`src/rtl/minhash_bottomk_sorter.sv`:
```
// Bottom-k minhash sorter: keeps the K smallest signatures of a fragment in a
// registered, stably insertion-sorted list and hands them to the extender.
//
// state   | meaning
// COLLECT | accepting packs, one parallel insertion per accepted pack
// DRAIN   | sorted result presented (out_valid=1), waiting for out_ready
module minhash_bottomk_sorter #(
  parameter int K     = 4,
  parameter int SIG_W = 32,
  parameter int IDX_W = 5,
  parameter int CNT_W = $clog2(K + 1)
) (
  input  logic                 clk,
  input  logic                 rst_n,
  input  logic                 in_valid,
  output logic                 in_ready,
  input  logic [SIG_W+IDX_W-1:0] in_pack,
  input  logic                 in_last,
  output logic                 out_valid,
  input  logic                 out_ready,
  output logic [K*IDX_W-1:0]   out_indices,
  output logic [K*SIG_W-1:0]   out_signatures,
  output logic [CNT_W-1:0]     out_count
);

  localparam logic [0:0] COLLECT = 1'b0;
  localparam logic [0:0] DRAIN   = 1'b1;

  logic [0:0]       state;
  logic [SIG_W-1:0] slot_sig [K];
  logic [IDX_W-1:0] slot_idx [K];
  logic [K-1:0]     slot_vld;

  logic [SIG_W-1:0] in_sig;
  logic [IDX_W-1:0] in_idx;
  logic             accept;
  logic             handshake;

  logic [K-1:0]     le;
  logic [K:0]       le_ext;
  logic [SIG_W-1:0] prev_sig [K];
  logic [IDX_W-1:0] prev_idx [K];
  logic [K-1:0]     prev_vld;
  logic [SIG_W-1:0] nxt_sig  [K];
  logic [IDX_W-1:0] nxt_idx  [K];
  logic [K-1:0]     nxt_vld;
  logic [CNT_W-1:0] cnt;

  assign {in_sig, in_idx} = in_pack;
  assign accept    = in_valid & in_ready;
  assign out_valid = (state == DRAIN);
  assign handshake = out_valid & out_ready;

  // Valid slots are sorted ascending, so le is a prefix: p = first slot with le=0.
  // Using <= keeps earlier-arriving equal signatures ahead of the new one.
  always_comb begin
    le        = '0;
    le_ext    = '0;
    le_ext[0] = 1'b1;
    prev_vld  = '0;
    for (int i = 0; i < K; i++) begin
      le[i]       = slot_vld[i] && (slot_sig[i] <= in_sig);
      le_ext[i+1] = le[i];
      prev_sig[i] = '1;
      prev_idx[i] = '0;
    end
    for (int i = 1; i < K; i++) begin
      prev_sig[i] = slot_sig[i-1];
      prev_idx[i] = slot_idx[i-1];
      prev_vld[i] = slot_vld[i-1];
    end
  end

  always_comb begin
    nxt_vld = slot_vld;
    for (int i = 0; i < K; i++) begin
      nxt_sig[i] = slot_sig[i];
      nxt_idx[i] = slot_idx[i];
      if (!le[i]) begin
        if (le_ext[i]) begin
          nxt_sig[i] = in_sig;
          nxt_idx[i] = in_idx;
          nxt_vld[i] = 1'b1;
        end else begin
          nxt_sig[i] = prev_sig[i];
          nxt_idx[i] = prev_idx[i];
          nxt_vld[i] = prev_vld[i];
        end
      end
    end
  end

  always_comb begin
    cnt = '0;
    for (int i = 0; i < K; i++) cnt = cnt + CNT_W'(slot_vld[i]);
    if (cnt > CNT_W'(K)) cnt = CNT_W'(K);
  end

  always_comb begin
    out_indices    = '0;
    out_signatures = '0;
    for (int i = 0; i < K; i++) begin
      out_indices[i*IDX_W +: IDX_W]    = slot_idx[i];
      out_signatures[i*SIG_W +: SIG_W] = slot_sig[i];
    end
  end

  assign out_count = cnt;

  always_ff @(posedge clk) begin
    if (!rst_n) begin
      state    <= COLLECT;
      in_ready <= 1'b0;
      slot_vld <= '0;
      for (int i = 0; i < K; i++) begin
        slot_sig[i] <= '1;
        slot_idx[i] <= '0;
      end
    end else begin
      case (state)
        COLLECT: begin
          in_ready <= !(accept && in_last);
          if (accept) begin
            slot_vld <= nxt_vld;
            for (int i = 0; i < K; i++) begin
              slot_sig[i] <= nxt_sig[i];
              slot_idx[i] <= nxt_idx[i];
            end
            if (in_last) state <= DRAIN;
          end
        end
        default: begin
          in_ready <= handshake;
          if (handshake) begin
            state    <= COLLECT;
            slot_vld <= '0;
            for (int i = 0; i < K; i++) begin
              slot_sig[i] <= '1;
              slot_idx[i] <= '0;
            end
          end
        end
      endcase
    end
  end

endmodule

```
`config.mk`:
```
export PLATFORM = sky130hd
export DESIGN_NAME = minhash_bottomk_sorter
export DESIGN_NICKNAME = d
export VERILOG_FILES = /design/src/rtl/minhash_bottomk_sorter.sv
export SDC_FILE = /design/constraint.sdc
export NUM_CORES = 1
export LEC_CHECK = 0
export ABC_AREA = 1
export CELL_PAD_IN_SITES_DETAIL_PLACEMENT = 0
export CELL_PAD_IN_SITES_GLOBAL_PLACEMENT = 1
export CORE_MARGIN = 8
export CORE_UTILIZATION = 39
export DETAILED_ROUTE_END_ITERATION = 7
export GPL_TIMING_DRIVEN = 0
export PLACE_DENSITY = 0.88
export SYNTH_ARGS = -nofsm -noshare
export SYNTH_HDL_FRONTEND = slang
export SYNTH_SLANG_ARGS = --single-unit
```
`constraint.sdc`:
```
create_clock -name clk -period 4 [get_ports clk]
set_clock_uncertainty 0.1 [all_clocks]
set_input_delay 0.4 -clock clk [delete_from_list [all_inputs] [get_ports clk]]
set_output_delay 0.4 -clock clk [all_outputs]
set_load 0.02 [all_outputs]
```
==> results of run 1 <==
[metal layers]
layer | wire length [um] | GRT usage | up-vias | part of all wire
met2 | 17000 | 0.3787 | 404 | 0.46
met3 | 3334 | 0.06130 | 43 | 0.091
met1 | 15650 | 0.3067 | 4751 | 0.43
met4 | 641 | 0.06464 | 2 | 0.017
li1 | - | - | 4745 | -
met5 | 10 | 0 | - | 0.00027
[critical path, cell delays in order]
cell and delay (ns):
sky130_fd_sc_hd__clkdlybuf4s50_1 0.53, sky130_fd_sc_hd__inv_1 0.15, sky130_fd_sc_hd__ha_1 0.33, sky130_fd_sc_hd__nand2_1 0.08
sky130_fd_sc_hd__nor2_1 0.17, sky130_fd_sc_hd__nand2_1 0.14, sky130_fd_sc_hd__nor4_1 0.62, sky130_fd_sc_hd__nand4_1 0.26
sky130_fd_sc_hd__nand2_1 0.15, sky130_fd_sc_hd__nand2_2 0.21, sky130_fd_sc_hd__nand2_1 0.19, sky130_fd_sc_hd__nand2_2 0.34
sky130_fd_sc_hd__buf_16 0.31
[state kept, by name, indices dropped and copies added, names as in the netlist]
register / count
in_ready: 1
out_valid: 1
slot_vld: 4
slot_sig: 128
slot_idx: 20
[synthesized netlist by cell type, drive strengths merged]
cell / instances
o21ai: 122
dfxtp: 80
fa: 1
o21a: 8
nor3: 2
clkbuf: 29
edfxtp: 74
nand4: 10
nor4: 3
a21o: 2
nand3: 212
o21bai: 1
o31ai: 1
o211ai: 2
nor2: 60
ha: 130
nand2: 234
buf: 41
inv: 84
a21oi: 138
[path summary, 6_finish.rpt]
kind / start / endpoint / slack, ns / cells after the start
setup / recovery: in_pack[34] / slot_sig[1][13] / 0.17 / 13
hold / removal: rst_n / in_ready / 0.34 / 3
setup reg to reg: slot_sig[1][29] / slot_sig[1][13] / 0.37 / 11
hold reg to reg: slot_idx[0][2] / slot_idx[0][2] / 0.40 / 2
[kinds of logic (layout without fill, tap and decap cells)]
| logic type | count (synthesis) | count (layout) | synth area share |
|---|---|---|---|
| AOI/OAI and AO/OA | 274 | 274 | 0.1433 |
| adders and majority gates | 131 | 131 | 0.1678 |
| buffers and inverters | 154 | 381 | 0.06679 |
| DFF | 154 | 154 | 0.3895 |
| and+or+nand+nor | 521 | 521 | 0.2326 |
[power by group through the flow]
stage / sequential, W / combinational [W] / clock [W]
after global placement: 0.00191 / 0.00106 / 0
after global routing: 0.00188 / 0.00122 / 0.00162
final: 0.00187 / 0.00110 / 0.00156
after floorplan: 0.00199 / 0.000508 / 0
after detailed placement: 0.00190 / 0.00109 / 0
after CTS: 0.00187 / 0.00110 / 0.00156
[cell usage in the layout, fill, tap and decap left out, drive strengths merged, types with 7 or more instances in the layout]
cell,count
nand2,234
nand3,212
clkdlybuf4s50,193
a21oi,138
ha,130
o21ai,122
inv,86
dfxtp,80
edfxtp,74
nor2,60
clkbuf,49
buf,43
nand4,10
o21a,8
clkinv,7
[final cells by class]
type	count	area [um2]	share of cell area
buffer	70	340.3	0.02667
clock buffer	20	446.7	0.03501
clock inverter	12	100.1	0.007845
inverter	84	315.3	0.02471
multi-input combinational	926	5341	0.4186
sequential	154	3824	0.2997
tap	330	412.9	0.03236
timing repair buffer	195	1979	0.1551
[through the flow]
step / setup WS (ns) / std cells
2_1_floorplan: 0.8961 / 1234
3_3_place_gp: -0.9465 / 1757
3_5_place_dp: -0.2126 / 1759
4_1_cts: 0.2251 / 1791
5_1_grt: 0.04672 / 1791
6_report: 0.1709 / 1791
==> impl_summary.md, run 1 <==
Finish
The final net count is 1621. The area growth from synthesis to layout is 29.99%. The final core utilization is 0.5111.

The summed area of non-filler cells in the final layout is 0.01276 mm2. The number of inserted diodes is 0. The proportion of layout cells with a drive suffix above 1 is 0.05270. Fill cells in the final layout number 2407.

Die
195 I/O pins were placed. The floorplan step set the die height to 174.6 um. The floorplan step defined a die boundary enclosing 0.03050 mm2. The width of the chip is 174.6 um. The number of rows created at floorplan is 58. The initial utilization of the core area, before any placement, comes to 0.3932.

The region available for standard cell placement spans 0.02496 mm2.

Clock tree
The clock tree from TritonCTS is done. The buffer type at the clock tree root is sky130_fd_sc_hd__clkbuf_16. The maximum level of the CTS H-tree is 4. The clock latency at the later pin of the worst-skew pair is 0.43 ns. The total CTS buffers is 17. Post-CTS timing repair inserted 0 buffers for setup. The number of gates resized after cts is 0. Hold repair after CTS inserted 0 buffers.

The longest clock path from root to sink contains 2 buffers. For this design, the sink count on the clock tree is 154. The clock edge transition at the registers on the reported setup and hold paths is 0.07 ns.

Run status
The run finished with clean final reports.

STA
The total setup violations reported at the end of the flow is 0. Setup repair after global routing left no endpoint under its margin. The count of final max-slew check failures is 0. The worst pin sits at a relative slew slack of 0.4652. The transition time at the pin with the least slew margin is 0.7948 ns. The achievable clock frequency is 0.2612 GHz. The portion of the clock cycle consumed by the worst path in the final layout is 0.9573.

Final hold analysis gives a worst-case slack of 0.3427 ns. The number of hold violations in the final report is 0. The accumulated negative setup slack is 0 ns. After layout, the minimum clock period comes to 3.829 ns.

Critical path
The kind of critical path is input port to flip-flop. The kind of capture point of the worst setup path is a flip-flop. The data required time at the worst endpoint is 4.08 ns. Along the worst path, the maximum fanout reaches 20.

The data arrival time at the worst-slack endpoint is 3.91 ns. The launching element type of the critical path is an input port.

Yosys
The post-synth design cell area is 0.009816 mm2. The average cell area after synthesis is 7.954 um2. The post-synthesis net count is 1407. Of the synthesized area, sequential elements account for 0.3895.

After synthesis, the netlist uses 28 different library cells. The cell taking the most area after synthesis is sky130_fd_sc_hd__edfxtp_1. The Yosys step of the flow raised 0 warnings. The proportion of netlist area held by the largest area contributor is 0.2264.

In the post-synthesis netlist, the biggest area contributors are sky130_fd_sc_hd__edfxtp_1, sky130_fd_sc_hd__ha_1, sky130_fd_sc_hd__dfxtp_1. The post-synthesis instance total is 1234. The count of state elements after synthesis is 154.

Route
After detailed routing, the number of vias per cell comes to 5.553. The first detailed-routing pass took 6 iterations. For this run, design rule violations remaining after detail routing come to 0.

Summed over all layers, the routed wires come to 36640 um. In this run the remaining antenna-violating nets after routing total 0. The routed wirelength normalized by instance count is 20.46 um. The final route contains 9945 vias.

After the first detailed-routing iteration, the DRC count stood at 912.

Power and ir drop
VDD sags by at most 0.0002613 V. For this design the total switching power over the nets is 0.001466 W. The total power consumption of the routed design is 0.004537 W. Dividing total power by cell area gives a power density of 355.6 mW/mm2.

Of the total power, the share spent switching nets is 0.3232. The internal power consumption is 0.003071 W. Of the total power, the clock network draws 0.344.

The part of the power in registers is 0.413. Of the total power, combinational logic draws 0.243. The analysis attributes to cell leakage a power of 5.436 nW.

Hold path
The class of the tightest hold or removal check is input port to flip-flop.

Placed design
Buffers placed on the I/O ports in this run total 193. Once placement finished, the instance area stood at 0.01221 mm2. The wire-length estimate of the detail-placed layout is 28330 um.

The routability congestion estimate from global placement is 0.8840.

Global routing
Summed over all layers, the global routing overflow is 0. The wire length of the first global-routing pass is 56060 um. The number of antenna violations at the first check in global routing is 1. The total global-route track usage is 0.2351. The number of global-route vias before repair is 9751. The largest net degree at the start of global routing is 25.

Flow run
The max-cap check violation count is 0.
Note: power is estimated with default switching activity, not from simulation.
==> inputs of run 2 (changes only) <==
Settings changed: SKIP_CTS_REPAIR_TIMING set to 1.
==> results of run 2 <==
No change in the layout: final DEF, timing and power equal those of run 1.
==> inputs of run 3 (changes only) <==
Settings changed: SLEW_MARGIN set to 15.
==> results of run 3 <==
No change in the layout: final DEF, timing and power equal those of run 1.
